==> src/rtl/rob_dispatch.sv <==
`default_nettype none
// ============================================================================
// Module   : rob_dispatch
// Purpose  : Buffers renamed instructions and packs them into contiguous
//            4-wide ROB insertion groups, tracking ROB tail and occupancy.
// Revision : 1.0 - initial release
// ============================================================================
module rob_dispatch #(
    parameter int QDEPTH    = 8,
    parameter int ROB_LIMIT = 60
) (
    input  logic        clk,
    input  logic        reset,
    input  logic [3:0]  decValid,
    input  logic [4:0]  decArchReg0,
    input  logic [4:0]  decArchReg1,
    input  logic [4:0]  decArchReg2,
    input  logic [4:0]  decArchReg3,
    input  logic [7:0]  decPhysReg0,
    input  logic [7:0]  decPhysReg1,
    input  logic [7:0]  decPhysReg2,
    input  logic [7:0]  decPhysReg3,
    input  logic [10:0] decOpcode0,
    input  logic [10:0] decOpcode1,
    input  logic [10:0] decOpcode2,
    input  logic [10:0] decOpcode3,
    output logic        decReady,
    input  logic        flush,
    input  logic [2:0]  numCommited,
    input  logic        robFull,
    output logic [3:0]  inserted,
    output logic [4:0]  archReg0,
    output logic [4:0]  archReg1,
    output logic [4:0]  archReg2,
    output logic [4:0]  archReg3,
    output logic [7:0]  physReg0,
    output logic [7:0]  physReg1,
    output logic [7:0]  physReg2,
    output logic [7:0]  physReg3,
    output logic [10:0] opcode0,
    output logic [10:0] opcode1,
    output logic [10:0] opcode2,
    output logic [10:0] opcode3,
    output logic [5:0]  robIndex0,
    output logic [5:0]  robIndex1,
    output logic [5:0]  robIndex2,
    output logic [5:0]  robIndex3,
    output logic [6:0]  occupancy,
    output logic        protoErr
);
    localparam int PW = $clog2(QDEPTH);
    localparam int CW = PW + 1;
    localparam int EW = 24;
    localparam logic [CW-1:0] c_READY_MAX = CW'(QDEPTH - 4);
    localparam logic [CW-1:0] c_FOUR      = CW'(4);
    localparam logic [6:0]    c_ROB_LIMIT = 7'(ROB_LIMIT);

    // Entry layout: {arch[23:19], phys[18:11], opcode[10:0]}
    logic [EW-1:0] w_dec_entry [4];
    logic [EW-1:0] r_mem [QDEPTH];
    logic [EW-1:0] w_pop_entry [4];
    logic [PW-1:0] r_wr_ptr;
    logic [PW-1:0] r_rd_ptr;
    logic [CW-1:0] r_count;
    logic [1:0]    w_slot [4];
    logic [2:0]    w_push_cnt;
    logic [2:0]    w_push_amt;
    logic          w_push;
    logic [2:0]    w_avail;
    logic [2:0]    w_credit;
    logic [2:0]    w_k;
    logic [3:0]    w_mask;
    logic [2:0]    w_ins_cnt;
    logic [6:0]    w_occ_next0;
    logic [6:0]    w_room;

    logic [3:0]    r_ins;
    logic [4:0]    r_arch [4];
    logic [7:0]    r_phys [4];
    logic [10:0]   r_op [4];
    logic [5:0]    r_tail;
    logic [6:0]    r_occ;
    logic          r_perr;

    assign w_dec_entry[0] = {decArchReg0, decPhysReg0, decOpcode0};
    assign w_dec_entry[1] = {decArchReg1, decPhysReg1, decOpcode1};
    assign w_dec_entry[2] = {decArchReg2, decPhysReg2, decOpcode2};
    assign w_dec_entry[3] = {decArchReg3, decPhysReg3, decOpcode3};

    assign decReady   = (r_count <= c_READY_MAX);
    assign w_push     = decReady & (|decValid) & ~flush & ~reset;
    assign w_push_amt = w_push ? w_push_cnt : 3'd0;
    assign w_ins_cnt  = {2'b00, r_ins[0]} + {2'b00, r_ins[1]}
                      + {2'b00, r_ins[2]} + {2'b00, r_ins[3]};

    // Each valid lane lands at an offset equal to the valid lanes below it
    always_comb begin
        w_push_cnt = 3'd0;
        for (int j = 0; j < 4; j++) begin
            w_slot[j]  = w_push_cnt[1:0];
            w_push_cnt = w_push_cnt + {2'b00, decValid[j]};
        end
    end

    always_comb begin
        for (int i = 0; i < 4; i++) begin
            w_pop_entry[i] = r_mem[r_rd_ptr + PW'(i)];
        end
    end

    always_comb begin
        w_occ_next0 = r_occ - {4'b0000, numCommited};
        w_room      = 7'd0;
        if (w_occ_next0 < c_ROB_LIMIT) begin
            w_room = c_ROB_LIMIT - w_occ_next0;
        end
        w_credit = (w_room >= 7'd4) ? 3'd4 : w_room[2:0];
        w_avail  = (r_count >= c_FOUR) ? 3'd4 : r_count[2:0];
        w_k      = (w_avail < w_credit) ? w_avail : w_credit;
        if (flush || reset) begin
            w_k = 3'd0;
        end
        case (w_k)
            3'd1:    w_mask = 4'b0001;
            3'd2:    w_mask = 4'b0011;
            3'd3:    w_mask = 4'b0111;
            3'd4:    w_mask = 4'b1111;
            default: w_mask = 4'b0000;
        endcase
    end

    always_ff @(posedge clk) begin
        if (w_push) begin
            for (int j = 0; j < 4; j++) begin
                if (decValid[j]) begin
                    r_mem[r_wr_ptr + PW'(w_slot[j])] <= w_dec_entry[j];
                end
            end
        end
    end

    always_ff @(posedge clk) begin
        if (reset) begin
            r_wr_ptr <= '0;
            r_rd_ptr <= '0;
            r_count  <= '0;
            r_ins    <= '0;
            r_tail   <= '0;
            r_occ    <= '0;
            r_perr   <= 1'b0;
            for (int i = 0; i < 4; i++) begin
                r_arch[i] <= '0;
                r_phys[i] <= '0;
                r_op[i]   <= '0;
            end
        end else begin
            // The ROB consumes whatever is presented, even in a flush cycle
            r_tail <= r_tail + {3'b000, w_ins_cnt};
            r_occ  <= w_occ_next0 + {4'b0000, w_k};
            r_ins  <= w_mask;
            if (robFull && (|r_ins)) begin
                r_perr <= 1'b1;
            end
            for (int i = 0; i < 4; i++) begin
                if (w_mask[i]) begin
                    {r_arch[i], r_phys[i], r_op[i]} <= w_pop_entry[i];
                end else begin
                    r_arch[i] <= '0;
                    r_phys[i] <= '0;
                    r_op[i]   <= '0;
                end
            end
            if (flush) begin
                r_wr_ptr <= '0;
                r_rd_ptr <= '0;
                r_count  <= '0;
            end else begin
                r_wr_ptr <= r_wr_ptr + PW'(w_push_amt);
                r_rd_ptr <= r_rd_ptr + PW'(w_k);
                r_count  <= r_count + CW'(w_push_amt) - CW'(w_k);
            end
        end
    end

    assign inserted  = r_ins;
    assign archReg0  = r_arch[0];
    assign archReg1  = r_arch[1];
    assign archReg2  = r_arch[2];
    assign archReg3  = r_arch[3];
    assign physReg0  = r_phys[0];
    assign physReg1  = r_phys[1];
    assign physReg2  = r_phys[2];
    assign physReg3  = r_phys[3];
    assign opcode0   = r_op[0];
    assign opcode1   = r_op[1];
    assign opcode2   = r_op[2];
    assign opcode3   = r_op[3];
    assign robIndex0 = r_tail;
    assign robIndex1 = r_tail + 6'd1;
    assign robIndex2 = r_tail + 6'd2;
    assign robIndex3 = r_tail + 6'd3;
    assign occupancy = r_occ;
    assign protoErr  = r_perr;

endmodule
`default_nettype wire
==> config.mk <==
export PLATFORM = sky130hd
export DESIGN_NAME = rob_dispatch
export DESIGN_NICKNAME = d
export VERILOG_FILES = /design/src/rtl/rob_dispatch.sv
export SDC_FILE = /design/constraint.sdc
export NUM_CORES = 1
export LEC_CHECK = 0
export ABC_CLOCK_PERIOD_IN_PS = 15700
export CORE_MARGIN = 3
export CORE_UTILIZATION = 45
export DETAILED_ROUTE_END_ITERATION = 6
export PLACE_DENSITY = 0.66
export SYNTH_ARGS = -nofsm -noshare
export SYNTH_HDL_FRONTEND = slang
export SYNTH_SLANG_ARGS = --single-unit
==> constraint.sdc <==
create_clock -name clk -period 15.7 [get_ports clk]
set_clock_uncertainty 0.15 [all_clocks]
set_input_delay 3.14 -clock clk [delete_from_list [all_inputs] [get_ports clk]]
set_output_delay 3.14 -clock clk [all_outputs]
set_load 0.01 [all_outputs]
# After elaboration in Yosys (flattened, before gate mapping)
# Memory sizes are Yosys's and may differ from the RTL's. A register that Yosys moved wholly into a read port is not among the register bits.
# Index checks and enable logic that the tools add are counted.
dict set report totals {
  ff_bits 28
  mem_bits_rw 192
  input_bits 107
  output_inout_bits 133
  wordCells 77
  memories 1
}
# name words word_bits read_ports rd_clocked_by_memory_dff wr line_no
set mem_list {}
lappend mem_list {r_mem 8 24 4 4 4 60} ;# logic [EW-1:0] r_mem [QDEPTH];
dict set report classes {
  add_sub_neg 23
  n_lt_le_gt_ge 5
  eq_ne 4
  n_mux 19
  bitwise 9
  reduce_logical 9
}
# operator count
set ops {}
lappend ops {{4-bit case mux with 4 select lines} 1}
lappend ops {{3-bit two-way mux} 5}
lappend ops {{6-bit by 2-bit adder with 6-bit output (second input constant)} 2}
lappend ops {{1-bit two-way mux} 12}
lappend ops {{2-bit OR reduction} 5}
lappend ops {{3-bit by 1-bit adder with 3-bit output} 3}
lappend ops {{4-bit OR reduction} 2}
lappend ops {{7-bit by 3-bit adder with 7-bit output} 1}
lappend ops {{7-bit by 3-bit >= comparator with 1-bit output (second input constant)} 1}
lappend ops {{7-bit by 6-bit < comparator with 1-bit output (second input constant)} 1}
lappend ops {{7-bit two-way mux} 1}
lappend ops {{6-bit by 7-bit subtractor with 7-bit output (first input constant)} 1}
lappend ops {{7-bit by 3-bit subtractor with 7-bit output} 1}
lappend ops {{2-bit by 1-bit adder with 3-bit output} 2}
lappend ops {{3-bit by 2-bit adder with 3-bit output} 2}
lappend ops {{3-bit by 2-bit adder with 3-bit output (second input constant)} 2}
lappend ops {{3-bit adder} 2}
lappend ops {{6-bit by 1-bit adder with 6-bit output (second input constant)} 1}
lappend ops {{6-bit by 3-bit adder with 6-bit output} 1}
lappend ops {{3-bit by 2-bit equality test with 1-bit output (second input constant)} 2}
lappend ops {{1-bit NOT} 6}
lappend ops {{1-bit by 1-bit adder with 2-bit output} 2}
lappend ops {{4-bit by 3-bit adder with 4-bit output} 1}
lappend ops {{4-bit by 3-bit >= comparator with 1-bit output (second input constant)} 1}
lappend ops {{other kinds (9)} 11}

# Logic depth before layout (Yosys ltp)
dict set report depth {
  ltp_word 12
  mapped_depth 24
  ltp_nobuf 24
}

# Worst setup path before layout
# No wires, ideal clock.
dict set report synth_timing {
  path_kind {input -> register}
  startpoint {input port numCommited[0]}
  endpoint {register r_count[3]}
  setup_ns 0.118
  t_arrival_ns 7.818
  required_time_ns 15.432
  slack_ns 7.613
  cell_stages 23
  n_path_buf 0
  cell_sequence {ha_1 -> fa_1 -> ha_1 -> a31oi_1 -> o21ai_0 -> a221o_1 -> nor3_1 -> nand2_1 -> ha_1 -> o21ba_2 -> nor2_1 -> nor2_1 -> nand2_1 -> nor4_2 -> or3_1 -> and2_1 -> fa_1 -> inv_1 -> ha_1 -> a21o_1 -> a21oi_1 -> xnor2_1 -> nor2_1}
}
dict set report synth_between {
  elab_chain_len 9
  word_cells_on_any_way 10
  cone_classes {add/sub: 3; order compare: 3; mux: 4}
}
# element line_no
set synth_lines {}
lappend synth_lines {{start, declared} 29} ;# input logic [2:0] numCommited,
lappend synth_lines {{7-bit by 3-bit subtractor with 7-bit output (*)} 112} ;# w_occ_next0 = r_occ - {4'b0000, numCommited};
lappend synth_lines {{6-bit by 7-bit subtractor with 7-bit output / 7-bit by 6-bit < comparator with 1-bit output (equally long branches)} {115, 114}}
lappend synth_lines {{7-bit two-way mux (*)} 114} ;# if (w_occ_next0 < c_ROB_LIMIT) begin
lappend synth_lines {{7-bit by 3-bit >= comparator with 1-bit output} 117} ;# w_credit = (w_room >= 7'd4) ? 3'd4 : w_room[2:0];
lappend synth_lines {{3-bit two-way mux (*)} 117}
lappend synth_lines {{3-bit < comparator} 119} ;# w_k = (w_avail < w_credit) ? w_avail : w_credit;
lappend synth_lines {{3-bit two-way mux (*)} 119}
lappend synth_lines {{3-bit two-way mux (*)} 120} ;# if (flush || reset) begin
lappend synth_lines {{4-bit by 3-bit subtractor with 4-bit output (*)} 180} ;# r_count <= r_count + CW'(w_push_amt) - CW'(w_k);
lappend synth_lines {{end signal, assigned} 180}
lappend synth_lines {{end, declared} 64} ;# logic [CW-1:0] r_count;
# Every way passes the cells marked *; elsewhere a longest branch is shown, timed or not.
# A chain may end at the register's enable or synchronous reset.

# Final worst setup path
# Same ends and word-level chain as after synthesis.

==> out/qor.yml <==
clocking:
  worstSkewPairLatency_ns: 0.54
  clock_sinks: 316
  clkTransAtPathRegs_ns: 0.06
  clockBufferDepth: 3
  cts_tree: "yes"
  root_buffer: "clkbuf_16"
  cts_buffers: 36
  cts_hold_buffers: 0
  cts_resized: 0
  ctsHtreeMaxLevel: 2
  post-cts-setup-buffers: 0
setup_path:
  crit_top_cell: "ha_1"
  cp-start-kind: "input port"
  slowest_stage: "fa_1"
  r2r_slack_ns: 9.91
  cp_cell_sequence: "clkdlybuf4s50_1 > ha_1 > fa_1 > ha_1 > a31oi_1 > o21ai_0 > a221oi_1 > nor2_1 > ha_1 > nor2b_1 > nor4_1 > and2_1 > o311a_1 > and2_1 > or3_1 > and2_1 > fa_1 > inv_1 > ha_1 > a21o_1 > a21oi_1 > xnor2_1 > nor2_1"
  required_ns: 15.97
  critPathCaptureType: "flop"
  critPathMaxStageDelay_ns: 0.58
  path_max_fanout: 6
  ff2ff_path_depth: 23
  worstSetupPathType: "in -> reg"
  crit_arrival_ns: 8.73
synth:
  yosysMostFrequentCell: "o21ai_0"
  yosys.area.top_type_share_pct: 25.3
  syn_area_per_cell_um2: 11.1
  mappedNetlistNets: 2216
  synth_area_leader_cell: "edfxtp_1"
  synth_edf_count: 192
  syn-cell-area_um2: 22800
  yosys_most_used_dff: "edfxtp_1"
  seq_area_frac_synth_pct: 36.2
  synthTopCellsByCount: "o21ai_0 (274), nand2_1 (219)"
  syn_inst: 2063
  ys_types: 60
  ys_warn_count: 0
  synth_area_leaders: "edfxtp_1 (25%), mux4_2 (19%), dfxtp_1 (11%), mux2_2 (9.5%), mux2i_1 (8.4%)"
  ys_ff_latch: 316
  synth-async-reset-ratio_pct: 0
global_route:
  grt_pass1_wl_um: 122000
  grt_max_degree: 101
  first_global_vias: 17933
  grt_use_total_pct: 30.3
  antenna_found_initial: 6
  overflow: 0
outcome:
  outcome: "completed"
timing:
  fin_crit_ns: 8.46
  tns_ns: 0
  final-hold-violation-count: 0
  worst_slew_pin_slew_ns: 1.24
  max-slew-margin-rel_pct: 17.1
  fmax_mhz: 118
  maxSlewViolCount: 0
  finalSetupViolCount: 0
  min_period_over_period_pct: 53.9
  rsz0062_at_grt: "false"
final_layout:
  n_fill_cell: 4245
  area_growth_pct: 18.1
  drive_above_1_share_pct: 24.4
  design_area_um2: 26900
  post-route-util_pct: 54.5
  final_net_count: 2354
floorplanning:
  num_rows: 81
  core_area_um2: 49500
  start_util_pct: 46.1
  die_height_um: 231
  io_pins: 240
  die_w_um: 231
  die-area_um2: 53400
worst_hold_path:
  holdPathStages: 2
  hold_path.class: "reg -> reg"
power_and_ir_drop:
  power_density_nw_per_um2: 93.6
  power_frac_comb_pct: 26.7
  total_leakage_power_nw: 9.45
  p_int_mw: 1.75
  pwr-share-clk_pct: 33.9
  power.switching_mw: 0.771
  seq_power_share_pct: 39.5
  power_mw: 2.52
  netSwitchingFraction_pct: 30.6
  ir_drop_mv: 0.0591
placement:
  hpwl_um: 55200
  numPortBuffers: 239
  gp_congestion: 0.904
  placed_cell_area_um2: 25700
drt:
  vias_per_cell: 6.49
  first_iter_violations: 3132
  drcViolationCount: 0
  first_pass_iters: 6
  routed_wirelength_um: 82900
  vias: 18768
  wl_per_cell_um: 28.6
  ant_nets: 0
run:
  drv_cap: 0
==> cell usage in the layout (no fill, tap or decap), types with 39 or more instances in the layout <==
cell type          n
nand2_1          215
a21oi_1           64
mux4_2           192
mux2i_1          192
inv_1             39
mux2_2           192
clkdlybuf4s50_1  239
o21ai_0          274
dfxtp_1          121
edfxtp_1         192
nor2_1           160
buf_4             47
==> stage by stage <==
stage | std cells | setup WS (ns) | hold slack (ns)
after floorplan | 2063 | 7.61 | 0.352
after global placement | 2827 | 6.75 | 0.305
after detailed placement | 2827 | 6.71 | 0.316
after CTS | 2893 | 7.26 | 0.330
after global routing | 2893 | 6.78 | 0.371
final | 2894 | 7.24 | 0.322
==> metal layers <==
metal	routed length (um)	track usage [%]	up-vias	share of wire (%)
li1	-	-	7992	-
met1	33200	43.7	9037	40
met2	34500	43.2	1462	42
met3	11800	9.53	271	14
met4	3350	10.4	6	4.0
met5	41	0	-	0.049
==> final timing paths <==
| kind | startpoint | end |
|---|---|---|
| worst max-delay path | numCommited[0] | r_count[3]$_SDFF_PP0_ |
| worst min-delay path | protoErr$_SDFFE_PP0P_ | protoErr$_SDFFE_PP0P_ |
| worst max register to register | occupancy[0]$_SDFF_PP0_ | r_count[3]$_SDFF_PP0_ |
| worst min register to register | protoErr$_SDFFE_PP0P_ | protoErr$_SDFFE_PP0P_ |
==> cell families (layout without fill, tap and decap cells) <==
| family | count (synthesis) | count (layout) | synth area share (%) |
|---|---|---|---|
| muxes | 576 | 576 | 36.9 |
| AOI/OAI and AO/OA | 403 | 403 | 9.75 |
| and+or+nand+nor | 459 | 459 | 8.49 |
| DFF | 316 | 316 | 36.2 |
| buffers and inverters | 226 | 392 | 4.33 |
| xor gates and xnor gates | 37 | 37 | 1.42 |
| adders and majority gates | 46 | 46 | 2.98 |
| other | 0 | 1 | 0 |
==> flip-flops by register name, summed over array words and instances, names as in the netlist, 6 cells and up <==
signal and flops:
physReg3 8, robIndex0 6, physReg0 8, physReg2 8, opcode0 11, occupancy 7, opcode2 11, physReg1 8
opcode1 11, opcode3 11, r_mem 192
==> final cells by class <==
type	instances	area [um^2]	share of cell area [%]
clock inverters	15	166	0.618
inverters	40	153	0.567
well taps	664	831	3.08
multi-input cells	1521	13800	51.1
diodes	1	2.50	0.00929
clock buffers	51	1020	3.79
flip-flops and latches	316	8260	30.7
repair buffers	286	2750	10.2
==> critical path: cells and delay by family <==
kind	cells	cell delay [ns]
XOR/XNOR	1	0.13
AND/OR/NAND/NOR	8	1.41
adder cells (fa/ha/maj)	6	2.31
AO/OA/AOI/OAI	6	1.28
buffers and inverters	2	0.47
==> power groups by stage <==
| stage | clock network (mW) | registers, mW | logic (mW) |
|---|---|---|---|
| 4_1_cts | 0.862 | 0.992 | 0.662 |
| 3_3_place_gp | 0 | 1.01 | 0.649 |
| 6_report | 0.854 | 0.995 | 0.672 |
| 3_5_place_dp | 0 | 1.01 | 0.659 |
| 2_1_floorplan | 0 | 1.00 | 0.399 |
| 5_1_grt | 0.895 | 0.999 | 0.720 |
Power figures use the tool's default switching activity.
